==> config.mk <==
export PLATFORM = sky130hd
export DESIGN_NAME = i2c_master_byte
export DESIGN_NICKNAME = d
export VERILOG_FILES = /design/src/rtl/i2c_master_byte.sv
export SDC_FILE = /design/constraint.sdc
export NUM_CORES = 1
export LEC_CHECK = 0
export BUFFER_PORTS_ARGS = -buffer_cell sky130_fd_sc_hd__buf_2
export CORE_MARGIN = 5
export CORE_UTILIZATION = 30
export DETAILED_ROUTE_END_ITERATION = 7
export GPL_ROUTABILITY_DRIVEN = 0
export PLACE_DENSITY = 0.56
export SLEW_MARGIN = 5
export SYNTH_ARGS = -nofsm -noshare
export SYNTH_HDL_FRONTEND = slang
export SYNTH_SLANG_ARGS = --single-unit
==> constraint.sdc <==
create_clock -name clk_in -period 4.1 [get_ports clk_in]
set_input_delay 0.82 -clock clk_in [delete_from_list [all_inputs] [get_ports clk_in]]
set_output_delay 0.82 -clock clk_in [all_outputs]
set_load 0.005 [all_outputs]
==> src/rtl/i2c_master_byte.sv <==
// Byte-level I2C master: turns START/WRITE/READ/STOP commands into open-drain
// SCL/SDA drive enables, timed by a quarter-bit tick counted from clk_in.
module i2c_master_byte #(
  parameter int unsigned QUARTER = 75,
  parameter int unsigned CNT_W   = 9
) (
  input  logic       clk_in,
  input  logic       rst_n,
  input  logic       cmd_valid,
  output logic       cmd_ready,
  input  logic [1:0] cmd,
  input  logic [7:0] tx_data,
  input  logic       tx_nack,
  output logic [7:0] rx_data,
  output logic       rx_ack,
  output logic       done,
  output logic       busy,
  output logic       scl_oe,
  output logic       sda_oe,
  input  logic       sda_in
);

  typedef enum logic [2:0] {
    S_IDLE,
    S_START,
    S_BIT,
    S_ACK,
    S_STOP
  } state_t;

  localparam logic [1:0] CMD_START = 2'b00;
  localparam logic [1:0] CMD_WRITE = 2'b01;
  localparam logic [1:0] CMD_READ  = 2'b10;
  localparam logic [CNT_W-1:0] Q_LAST = CNT_W'(QUARTER - 1);

  state_t           state;
  logic [CNT_W-1:0] qcnt;
  logic [1:0]       phase;
  logic [2:0]       bit_cnt;
  logic [7:0]       shreg;
  logic             is_read;
  logic             nack_q;
  logic             tick_c;
  logic             last_c;

  assign tick_c = busy && (qcnt == Q_LAST);
  // Final quarter of a command: START, STOP or the ACK slot of a byte.
  assign last_c = tick_c && (phase == 2'd3) &&
                  ((state == S_START) || (state == S_STOP) || (state == S_ACK));

  always_ff @(posedge clk_in or negedge rst_n) begin
    if (!rst_n) begin
      state     <= S_IDLE;
      qcnt      <= '0;
      phase     <= 2'd0;
      bit_cnt   <= 3'd0;
      shreg     <= 8'h00;
      is_read   <= 1'b0;
      nack_q    <= 1'b0;
      scl_oe    <= 1'b0;
      sda_oe    <= 1'b0;
      cmd_ready <= 1'b1;
      busy      <= 1'b0;
      done      <= 1'b0;
      rx_data   <= 8'h00;
      rx_ack    <= 1'b1;
    end else begin
      done <= 1'b0;
      if (cmd_valid && cmd_ready) begin
        // Accept: latch operands and set up the q0 line levels right away.
        cmd_ready <= 1'b0;
        busy      <= 1'b1;
        qcnt      <= '0;
        phase     <= 2'd0;
        bit_cnt   <= 3'd7;
        shreg     <= tx_data;
        nack_q    <= tx_nack;
        is_read   <= (cmd == CMD_READ);
        case (cmd)
          CMD_START: begin
            state  <= S_START;
            sda_oe <= 1'b0;
          end
          CMD_WRITE: begin
            state  <= S_BIT;
            scl_oe <= 1'b1;
            sda_oe <= ~tx_data[7];
          end
          CMD_READ: begin
            state  <= S_BIT;
            scl_oe <= 1'b1;
            sda_oe <= 1'b0;
          end
          default: begin
            state  <= S_STOP;
            scl_oe <= 1'b1;
            sda_oe <= 1'b1;
          end
        endcase
      end else if (busy) begin
        qcnt <= tick_c ? '0 : qcnt + CNT_W'(1);
        if (last_c) begin
          state     <= S_IDLE;
          phase     <= 2'd0;
          cmd_ready <= 1'b1;
          busy      <= 1'b0;
          done      <= 1'b1;
          if ((state == S_ACK) && is_read) rx_data <= shreg;
        end else if (tick_c) begin
          // Each case arm sets the line levels of the quarter being entered.
          phase <= phase + 2'd1;
          case (state)
            S_START: begin
              case (phase)
                2'd0:    scl_oe <= 1'b0;
                2'd1:    sda_oe <= 1'b1;
                default: scl_oe <= 1'b1;
              endcase
            end
            S_BIT: begin
              case (phase)
                2'd0: scl_oe <= 1'b0;
                2'd1: if (is_read) shreg <= {shreg[6:0], sda_in};
                2'd2: scl_oe <= 1'b1;
                default: begin
                  if (bit_cnt == 3'd0) begin
                    state  <= S_ACK;
                    sda_oe <= is_read ? ~nack_q : 1'b0;
                  end else begin
                    bit_cnt <= bit_cnt - 3'd1;
                    if (is_read) begin
                      sda_oe <= 1'b0;
                    end else begin
                      shreg  <= {shreg[6:0], 1'b0};
                      sda_oe <= ~shreg[6];
                    end
                  end
                end
              endcase
            end
            S_ACK: begin
              case (phase)
                2'd0:    scl_oe <= 1'b0;
                2'd1:    if (!is_read) rx_ack <= sda_in;
                default: scl_oe <= 1'b1;
              endcase
            end
            S_STOP: begin
              case (phase)
                2'd0:    scl_oe <= 1'b0;
                2'd2:    sda_oe <= 1'b0;
                default: ;
              endcase
            end
            default: ;
          endcase
        end
      end
    end
  end

endmodule

**After elaboration in Yosys (flattened, before gate mapping)**

Index checks and enable logic that the tools add are counted.

- Reduce and logical (&&, ||, !) cells: 33
- Eq/ne operators: 25
- Bitwise operators: 6
- Multiplexer cells: 61
- $add $sub $neg: 3

Operator list:

| cell | count |
|---|---|
| $mux W8 | 8 |
| $mux W3 | 14 |
| $mux W9 | 3 |
| $mux W1 | 25 |
| $pmux W8 S2 | 1 |
| $reduce_and A8 Y1 | 2 |
| $ne A3 B1 Y1 const B | 5 |
| $reduce_and A7 Y1 | 2 |
| $add A9 B1 Y9 const B | 1 |
| $eq A9 B7 Y1 const B | 1 |
| $ne A3 B3 Y1 const B | 3 |
| $reduce_bool A3 Y1 | 3 |
| $mux W2 | 4 |
| $reduce_bool A2 Y1 | 4 |
| $reduce_bool A4 Y1 | 2 |
| $reduce_or A2 Y1 | 4 |
| $eq A2 B2 Y1 const B | 3 |
| $eq A3 B2 Y1 const B | 2 |
| $ne A2 B1 Y1 const B | 3 |
| $not A1 Y1 | 6 |
| $pmux W1 S2 | 3 |
| $pmux W1 S3 | 2 |
| $pmux W3 S2 | 1 |
| $reduce_and A6 Y1 | 1 |
| 16 further kinds | 25 |

- Bits in registers: 41
- Logic and storage cells: 142
- Input bits: 15
- Output and inout port bits: 14

**Logic depth before layout (Yosys ltp)**

Gate-level depths: netlist of the first run.

- Depth in word-level cells: 9
- Mapped depth: 8

**Worst setup path after synthesis of the first run**

OpenSTA, ideal clock, no wires.

- Kind: reg2reg
- From: register qcnt[4]
- To: register rx_data[0]
- Library setup time: 125 ps
- Buffers on the path: 0
- Clock period less this slack: 2234 ps
- Data required time: 3975 ps
- Slack: 1866 ps
- Stages on the path, launching flop included: 5
- Arrival time: 2109 ps
- Path through: dfrtp_1 > or4_4 > or3_4 > nor4_4 > mux2_2

- Longest elaborated chain between the ends: 5

Ends and longest elaborated chain:

| item | line | text |
|---|---|---|
| from (decl) | 37 | `logic [CNT_W-1:0] qcnt;` |
| from (signal assigned) | 101 | `qcnt <= tick_c ? '0 : qcnt + CNT_W'(1);` |
| $eq A9 B7 Y1 | 46 | `assign tick_c = busy && (qcnt == Q_LAST);` |
| $logic_and A1 B1 Y1 | 46 |  |
| $logic_and A1 B1 Y1 (2 in series) | 48 | `assign last_c = tick_c && (phase == 2'd3) &&` |
| $reduce_and A4 Y1 (no line) | -- |  |
| to (signal assigned) | 108 | `if ((state == S_ACK) && is_read) rx_data <= shreg;` |
| to (decl) | 14 | `output logic [7:0] rx_data,` |

Every way passes these cells.
A chain may end at the register's enable or synchronous reset.

**Final worst setup path of the first run**

- From: register state[0]
- To: register rx_data[1]

- Longest elaborated chain between the ends: 5
- Elaborated cells on any way between the ends: 8
- Classes of those cells: 3 x eq/ne; 5 x reduce/logical

Ends and longest elaborated chain:

| item | line | text |
|---|---|---|
| from (decl) | 36 | `state_t state;` |
| from (signal assigned) | 53 | `state <= S_IDLE;` |
| from (signal assigned) | 81 | `state <= S_START;` |
| from (signal assigned) | 85 | `state <= S_BIT;` |
| $eq A3 B1 Y1 or $eq A3 B3 Y1 (tied branches) | 49 | `((state == S_START) \|\| (state == S_STOP) \|\| (state == S_ACK));` |
| $logic_or A1 B1 Y1 (2 in series) | 49 |  |
| $logic_and A1 B1 Y1 | 48 |  |
| $reduce_and A4 Y1 (no line) * | -- |  |

Mark *: on every way between the ends. The rest lies on a longest branch, timed or not.

==> results of run 1 <==
## worst max-delay path by stage
stage	cells after the start	end	slack, ns
global route	4	rx_data[7]	1.36
detailed placement	4	rx_data[1]	1.54
finish	4	rx_data[1]	1.61
floorplan	4	rx_data[0]	1.87
CTS	4	rx_data[1]	1.54
global placement	5	rx_data[6]	1.64
## tightest hold or removal path, stage by stage, from the launching register on
cell	delay, ns
dfrtp_1	0.36
nand2_1	0.06
nand2_1	0.05
## through the flow
step	power (mW)	worst slack, ns	util (%)	instances	area (µm²)
after global routing	1.31	1.36	35.0	374	2690
after global placement	0.942	1.64	33.9	366	2600
final	1.22	1.61	35.0	374	2690
after detailed placement	0.947	1.54	33.9	366	2600
after CTS	1.23	1.54	35.0	374	2690
after floorplan	0.844	1.87	-	246	2370
## synthesized netlist by cell type (all sizes together), types with 3 or more instances
cell type  number
nand2b          4
o31ai          11
dfrtp          39
nand3          10
a21oi          14
mux2           10
or4             3
nor2b           4
nor2           18
xor2            4
inv            11
ha             13
or3             5
nor3b           4
a31oi           8
clkbuf         11
nand4           5
o21ai          12
and3            9
or4bb           3
nor3            3
nand2          20
## flip-flops by register name, summed over array words and instances, names as in the netlist
signal / cells
phase: 2
is_read: 1
shreg: 8
state: 3
rx_data: 8
qcnt: 9
sda_oe: 1
cmd_ready: 1
bit_cnt: 3
rx_ack: 1
busy: 1
done: 1
scl_oe: 1
nack_q: 1
## cell families (layout without fill, tap and decap cells)
logic type / after synthesis / in the layout / synth area share, %
fa+ha+maj: 13 / 13 / 6.87
simple gates: 96 / 96 / 23.2
mux: 11 / 11 / 5.18
flops: 41 / 41 / 43.5
buf+inv: 24 / 50 / 3.97
compound gates: 57 / 57 / 15.8
xor+xnor: 4 / 4 / 1.48
## report_power, final
part	switching [mW]	internal (mW)
sequential	0.0914	0.487
clock	0.145	0.138
combinational	0.205	0.156
total	0.442	0.781
## cell type report
cell class	count	share of cell area [%]
Tap cell	102	4.74
Timing Repair Buffer	31	6.04
Sequential cell	41	38.2
Inverter	11	1.53
Multi-Input combinational cell	181	46.2
Clock buffer	8	3.34
## routing by layer
metal	vias up	track usage, %	share of wire (%)
met3	6	2.48	3.0
met4	0	3.15	1.0
li1	946	-	-
met5	-	0	0
met1	894	16.8	52
met2	29	18.2	44
==> results.toml, run 1 <==
[floorplan]
die_w_um = 98.8
dieArea_mm2 = 0.00976
ios = 29
fp.dieH_um = 98.8
core_area_mm2 = 0.00769
start_util_pct = 30.8
rows = 32

[power_and_ir_drop]
peakVddDrop_mv = 0.216
leakage_nw = 1.19
pwr_density_cell_mw_per_mm2 = 454

[drt]
dr.pass1.iters = 4
totalWireLength_um = 5520
drtIter0Drc = 53
vias = 1875
drc_errors = 0
vias_per_cell = 5.01
ant_nets = 0
wl_per_cell_um = 14.7

[sta]
maxSlewHeadroom_pct = 38.3
finalMaxSlewViolations = 0
totalNegativeSetupSlack_ns = 0
final_hold_viol_count = 0
tightest_slew_ns = 0.926
setup_viol = 0
rsz0062_at_grt = "false"
finClkSkew_ns = 0.00570
fin_hold_ws_ns = 0.497
fmax_mhz = 401
post-route-period-util_pct = 60.8
fin_crit_ns = 2.49

[placement]
dp_hpwl_um = 3870
portBuffers = 28

[grt]
grt_max_degree = 42
antenna_found_initial = 0
grt.overflow.total = 0
first_global_vias = 1922
grt_pass1_wl_um = 9390
grt_use_total_pct = 11.8

[synth]
yosys.area.top_type = "dfrtp_1"
yosys.area.top_type_share_pct = 41.2
ys_types = 48
synth.area.top_cells = "dfrtp_1, ha_1, mux2_2"
synth-edff-count = 0
synth_area_mm2 = 0.00237
netlist_instances = 246
synth_flop_cell = "dfrtp_1"
synthArstFlopShare_pct = 100
mappedNetlistNets = 274
yosysSeqAreaShare_pct = 43.5
ys_seq_elements = 41
ys_warn_count = 0
post_synth.cell_area_avg_um2 = 9.62

[worst_setup_path]
slowest_stage = "nor3b_1"
cp-start-kind = "register"
r2r_end = "rx_data[1]"
reg2reg_slack_ns = 1.61
critical_path.max_fanout = 12
critPathTopFamily = "simple AND/OR/NAND/NOR gates"
end_kind = "register"
crit_start = "state[0]"
cp_slowest_stage_delay_ns = 0.62
cp.buffers_inverters = 0
reg2reg_depth = 4
crit_required_ns = 4.29
cp_cell_sequence = "nor3b_1, o21ai_2, nor4_4, mux2_2"
critPathArrivalTime_ns = 2.68
path_class = "reg2reg"
worstReg2RegStart = "state[0]"

[flow_run]
cap_violations = 0

[finish]
final_common_cell = "dfrtp_1"
mostFrequentLayoutCells = "dfrtp_1, buf_2, nand2_1"
final_nets = 299
antennaDiodeCount = 0
regArea_mm2 = 0.00103
area_growth_pct = 13.9
nFillCells = 808
drive_gt1_share_pct = 20.2
multiInputGateArea_mm2 = 0.00124

[clock_tree]
clk_path_buf_depth = 2
clock-sinks = 41
cts_htree_levels = 2
clockRootBuffer = "clkbuf_8"
clkLatencyLatePin_ns = 0.30
postCtsHoldBufs = 0
cts_tree = "done"
cts_setup_buffers = 0
cts_buffers = 5
clk_pin_slew_ns = 0.08
ctsResizeCount = 0

[min_path]
worstHoldEndpoint = "nack_q"
hp-class = "reg2reg"
min_path_cells = 2
min_from = "nack_q"

[status]
status = "complete, no violations"
(Power assumes the default switching activity.)
==> run 2, diff against run 1 <==
--- a/config.mk
+++ b/config.mk
@@ -5,6 +5,7 @@
 export SDC_FILE = /design/constraint.sdc
 export NUM_CORES = 1
 export LEC_CHECK = 0
+export ABC_AREA = 1
 export BUFFER_PORTS_ARGS = -buffer_cell sky130_fd_sc_hd__buf_2
 export CORE_MARGIN = 5
 export CORE_UTILIZATION = 30
==> constraint.sdc (replaced) <==
create_clock -name clk_in -period 2.45 [get_ports clk_in]
set_input_delay 0.49 -clock clk_in [delete_from_list [all_inputs] [get_ports clk_in]]
set_output_delay 0.49 -clock clk_in [all_outputs]
set_load 0.005 [all_outputs]
==> run 2 against run 1 <==
Net effect:
- critical path depth grew 3
- fmax grew 31%
- cell count grew 25%
- non-clock buffer count grew 1
- hold slack lost 0.48 ns
- die area grew 6.5%
- synthesized area grew 7.2%
- critical endpoint is now shreg[5]
- highest routed layer unchanged
==> results.toml, run 2 <==
[sta]
post-route-period-util_pct = 77.7
maxSlewHeadroom_pct = 72.9
fin_crit_ns = 1.90
finClkSkew_ns = 0.00358
tightest_slew_ns = 0.407
setup_viol = 0
final_hold_viol_count = 0
totalNegativeSetupSlack_ns = 0
rsz0062_at_grt = "false"
fmax_mhz = 526
finalMaxSlewViolations = 0

[grt]
grt_pass1_wl_um = 10000
grt_use_total_pct = 12.1
first_global_vias = 2129
grt_max_degree = 24
antenna_found_initial = 0
grt.overflow.total = 0

[synth]
post_synth.cell_area_avg_um2 = 7.69
synthAdderAreaFrac_pct = 6.41
yosys.area.top_type_share_pct = 38.5
synthXorXnorAreaFrac_pct = 0
yosys.area.top_type = "dfrtp_1"
synthArstFlopShare_pct = 100
yosys-top-cells-count = "nand2_1, dfrtp_1, inv_1, nor2_1, nand3_1"
synth.area.top_cells = "dfrtp_1, nand2_1, ha_1"
ys_warn_count = 0
synth-edff-count = 0
synth_top_family_by_area = "simple AND/OR/NAND/NOR gates"
synthMuxAreaShare_pct = 0
mappedNetlistNets = 358
ys_types = 27
netlist_instances = 330
synth_area_mm2 = 0.00254
yosysMostFrequentCell = "nand2_1"
ys_seq_elements = 41
synth_flop_cell = "dfrtp_1"
synthSimpleGateAreaFrac_pct = 36.3
yosysSeqAreaShare_pct = 40.5
synth_compound_area_share_pct = 9.12

[clock_tree]
clk_path_buf_depth = 2
ctsResizeCount = 0
clk_pin_slew_ns = 0.08
cts_setup_buffers = 0
clock-sinks = 41
clockRootBuffer = "clkbuf_8"
clkLatencyLatePin_ns = 0.30
cts_buffers = 5
postCtsHoldBufs = 0
cts_tree = "done"
cts_htree_levels = 2

[finish]
largestRegisters = "qcnt x9, rx_data x8, shreg x8"
antennaDiodeCount = 0
final_nets = 390
mostFrequentLayoutCells = "nand2_1, dfrtp_1, inv_1, buf_2, nor2_1"
final_util_pct = 34.9
drive_gt1_share_pct = 21.2
final_cells = 468
top_register = "qcnt"
final_common_cell = "nand2_1"
area_growth_pct = 13.1
largest_reg_flops = 9

[worst_setup_path]
end_kind = "register"
critical_path.max_fanout = 23
critPathArrivalTime_ns = 2.10
crit_required_ns = 2.64
reg2reg_slack_ns = 0.55
path_class = "reg2reg"
cp-start-kind = "register"

[power_and_ir_drop]
peakVddDrop_mv = 0.300
pwr_density_cell_mw_per_mm2 = 792
leakage_nw = 1.50

[placement]
placed_cells = 460
portBuffers = 28
dp_hpwl_um = 4580

[drt]
drtIter0Drc = 129
vias = 2213
dr.pass1.iters = 4
vias_per_cell = 4.73
drc_errors = 0
ant_nets = 0
wl_per_cell_um = 12.6
totalWireLength_um = 5900

[floorplan]
die_w_um = 102
core_area_mm2 = 0.00822
ios = 29
rows = 33
dieArea_mm2 = 0.0104
start_util_pct = 30.9
fp.dieH_um = 102

[flow_run]
cap_violations = 0

[status]
status = "complete, no violations"

[min_path]
hp-class = "in2async"
==> run 2: cell count changes in the layout (fill, tap and decap cells not counted), moves of 10 or more <==
cell	previous run	this run
inv_1	11	28
nand2_1	20	111
mux2_2	10	0
o31ai_1	11	0
o21ai_1	1	11
==> run 2: power breakdown <==
part           switching [mW]  internal [mW]  total, mW  leakage, nW
combinational           0.536          0.304      0.840        0.924
clock                   0.249          0.197      0.446       0.0439
sequential              0.171          0.815      0.987        0.535
==> run 2: cell type report <==
class | instances | area, µm²
fillers | 870 | 5350
multi-input cells | 245 | 1320
flip-flops and latches | 41 | 1030
repair buffers | 32 | 170
inverters | 37 | 139
well taps | 105 | 131
clock buffers | 5 | 68.8
clock inverters | 3 | 17.5
==> run 2: worst max-delay path: stages (launching register included) <==
cell,delay (ns)
dfstp_2,0.57
nand2_4,0.12
inv_2,0.34
o21ai_1,0.16
nor2_4,0.24
nand3_2,0.20
nand2_1,0.11
nand2_1,0.05
==> run 2: logic make-up (layout without fill, tap and decap cells) <==
group / after synthesis / after routing
compound gates: 42 / 42
fa+ha+maj: 13 / 13
buf+inv: 44 / 77
flops: 41 / 41
simple gates: 190 / 190
==> run 2: stage by stage <==
stage	hold slack [ns]	area (µm²)	power (mW)	setup WS, ns
after detailed placement	0.355	2780	1.85	0.513
after global routing	0.0268	2870	2.49	0.398
after floorplan	0.194	2540	1.64	0.964
after global placement	0.351	2780	1.83	0.587
after CTS	0.0311	2870	2.30	0.548
final	0.0209	2870	2.27	0.547
==> run 2: worst paths after layout <==
path,from,to,depth (start not counted)
setup / recovery,cmd_ready,shreg[5],7
hold / removal,rst_n,qcnt[1],1
setup reg to reg,cmd_ready,shreg[5],7
hold reg to reg,shreg[7],shreg[7],2
max in group asynchronous,rst_n,cmd_ready,2
min in group clk_in,tx_nack,nack_q,3
==> run 2: per-layer routing <==
metal / vias to the layer above / global-route usage [%] / share of wire [%]
li1: 1130 / - / -
met1: 1031 / 16.1 / 48
met2: 42 / 19.7 / 45
met3: 10 / 3.07 / 4.6
met4: 0 / 3.23 / 1.8
met5: - / 0 / 0
==> run 3, diff against run 2 <==
--- a/config.mk
+++ b/config.mk
@@ -5,13 +5,13 @@
 export SDC_FILE = /design/constraint.sdc
 export NUM_CORES = 1
 export LEC_CHECK = 0
-export ABC_AREA = 1
+export ABC_AREA = 0
 export BUFFER_PORTS_ARGS = -buffer_cell sky130_fd_sc_hd__buf_2
 export CORE_MARGIN = 5
 export CORE_UTILIZATION = 30
 export DETAILED_ROUTE_END_ITERATION = 7
 export GPL_ROUTABILITY_DRIVEN = 0
-export PLACE_DENSITY = 0.56
+export PLACE_DENSITY = 0.57
 export SLEW_MARGIN = 5
 export SYNTH_ARGS = -nofsm -noshare
 export SYNTH_HDL_FRONTEND = slang
==> constraint.sdc (replaced) <==
create_clock -name clk_in -period 1.7 [get_ports clk_in]
set_input_delay 0.34 -clock clk_in [delete_from_list [all_inputs] [get_ports clk_in]]
set_output_delay 0.34 -clock clk_in [all_outputs]
set_load 0.005 [all_outputs]
==> run 3 against run 2 <==
Net effect:
- the flow now finishes with violations (setup timing)
- clock skew increased by 0.0035 ns
- sequential power rose by 37%
- worst setup slack worse by 0.92 ns
- flip-flop and latch count unchanged
- design area grew 24%
- total power rose by 74%
- die area down 6.1%
- non-clock buffer count rose by 69
- critical endpoint is now shreg[0]
- largest cell class unchanged
- highest routed layer unchanged
==> results.toml, run 3 (synthesis gave the netlist of run 1 again) <==
[finish]
area_growth_pct = 50.8
final_common_cell = "buf_4"
largest_reg_flops = 9
top_register = "qcnt"
largestRegisters = "qcnt x9, rx_data x8, shreg x8"
fin_area_mm2 = 0.00357
mostFrequentLayoutCells = "buf_4, dfrtp_1, buf_2"
drive_gt1_share_pct = 46.8
nFillCells = 749
final_nets = 369
antennaDiodeCount = 0
final_util_pct = 46.4
regArea_mm2 = 0.00103
multiInputGateArea_mm2 = 0.00148

[clock_tree]
cts_htree_levels = 2
cts_tree = "done"
clock-sinks = 41
cts_buffers = 5
clkLatencyLatePin_ns = 0.30
clockRootBuffer = "clkbuf_8"
clk_path_buf_depth = 2
clk_pin_slew_ns = 0.08

[floorplan]
start_util_pct = 30.8
ios = 29
core_area_mm2 = 0.00769
fp.dieH_um = 98.8
die_w_um = 98.8
dieArea_mm2 = 0.00976
rows = 32

[drt]
vias_per_cell = 5.14
ant_nets = 0
drc_errors = 0
drtIter0Drc = 118
dr.pass1.iters = 4
wl_per_cell_um = 15.8
totalWireLength_um = 7030
vias = 2281

[sta]
tightest_slew_ns = 0.548
rsz0062_at_grt = "true"
final_hold_viol_count = 0
maxSlewHeadroom_pct = 63.5
fin_crit_ns = 2.07
fmax_mhz = 482
fin_hold_ws_ns = 0.0907
setup_viol = 34
fin_ws_ns = -0.373
finalMaxSlewViolations = 0
post-route-period-util_pct = 122
finClkSkew_ns = 0.00711

[worst_setup_path]
cp_slowest_stage_delay_ns = 0.55
cp_cell_sequence = "or4_4, or3_4, buf_4, o311a_1, a211o_1"
critical_path.max_fanout = 4
end_kind = "register"
crit_start = "qcnt[4]"
reg2reg_slack_ns = -0.37
critPathArrivalTime_ns = 2.26
cp-start-kind = "register"
r2r_end = "shreg[0]"
path_class = "reg2reg"
worstReg2RegStart = "qcnt[4]"
slowest_stage = "or4_4"
crit_required_ns = 1.88
reg2reg_depth = 5
critPathCapture = "shreg[0]"

[grt]
grt_pass1_wl_um = 11500
antenna_found_initial = 0
grt_max_degree = 42
grt.overflow.total = 0
first_global_vias = 2414
grt_use_total_pct = 14.4

[placement]
place_area_mm2 = 0.00305
portBuffers = 28
dp_hpwl_um = 4610

[power_and_ir_drop]
pwr_density_cell_mw_per_mm2 = 1110
p_total_mw = 3.95
leakage_nw = 1.63
peakVddDrop_mv = 0.741

[flow_run]
cap_violations = 0

[status]
status = "finished with violations"
violations = "setup timing"

[min_path]
hp-class = "in2async"
[run 3: metal layers]
layer,GRT usage (%),routed length [µm],vias up,part of all wire (%)
met3,2.48,262,10,3.7
met1,17.8,3020,1146,43
li1,-,-,1085,-
met5,0,0,-,0
met2,25.8,3650,40,52
met4,3.78,96,0,1.4
[run 3: repair_timing]
| action | CTS | global route |
|---|---|---|
| endpoints found under the setup margin | 35 | 35 |
| gates cloned | 1 | 0 |
| buffers inserted | 5 | 7 |
| gates resized for setup | 41 | 27 |
| hold buffers | 0 | 0 |
| pin swaps | 13 | 11 |
[run 3: worst min-delay path by stage]
stage / startpoint / cells past startpoint / slack (ns) / end
after floorplan: rst_n / 0 / 0.04 / bit_cnt[0]
after global placement: rst_n / 2 / 0.44 / rx_data[7]
after detailed placement: rst_n / 2 / 0.45 / rx_data[5]
after CTS: rst_n / 2 / 0.12 / rx_data[5]
after global routing: rst_n / 2 / 0.15 / rx_data[6]
final: rst_n / 2 / 0.09 / rx_data[5]
[run 3: area by class of cell]
type	count	share of cell area, %
clock buffers	6	2.03
clock inverters	2	0.982
inverters	11	1.16
multi-input cells	181	41.6
flip-flops and latches	41	28.9
well taps	102	3.58
repair buffers	101	21.8
[run 3: worst max-delay path, delay by kind of cell (launching register included)]
kind / cells / cell delay [ns]
AO/OA/AOI/OAI: 2 / 0.52
buffers and inverters: 1 / 0.16
flip-flops: 1 / 0.38
AND/OR/NAND/NOR: 2 / 0.91
[run 3: report_power, final]
group          switching [mW]  internal [mW]
Clock                   0.350          0.436
Combinational           0.886          0.928
Sequential              0.172           1.18
Total                    1.41           2.54
[run 3: per-stage QoR]
step / TNS, ns / setup WS (ns) / instances
2_1_floorplan: -7.60 / -0.459 / 246
3_5_place_dp: -9.30 / -0.383 / 423
3_3_place_gp: -8.79 / -0.355 / 423
6_report: -8.09 / -0.373 / 444
5_1_grt: -10.41 / -0.439 / 444
4_1_cts: -7.42 / -0.372 / 437
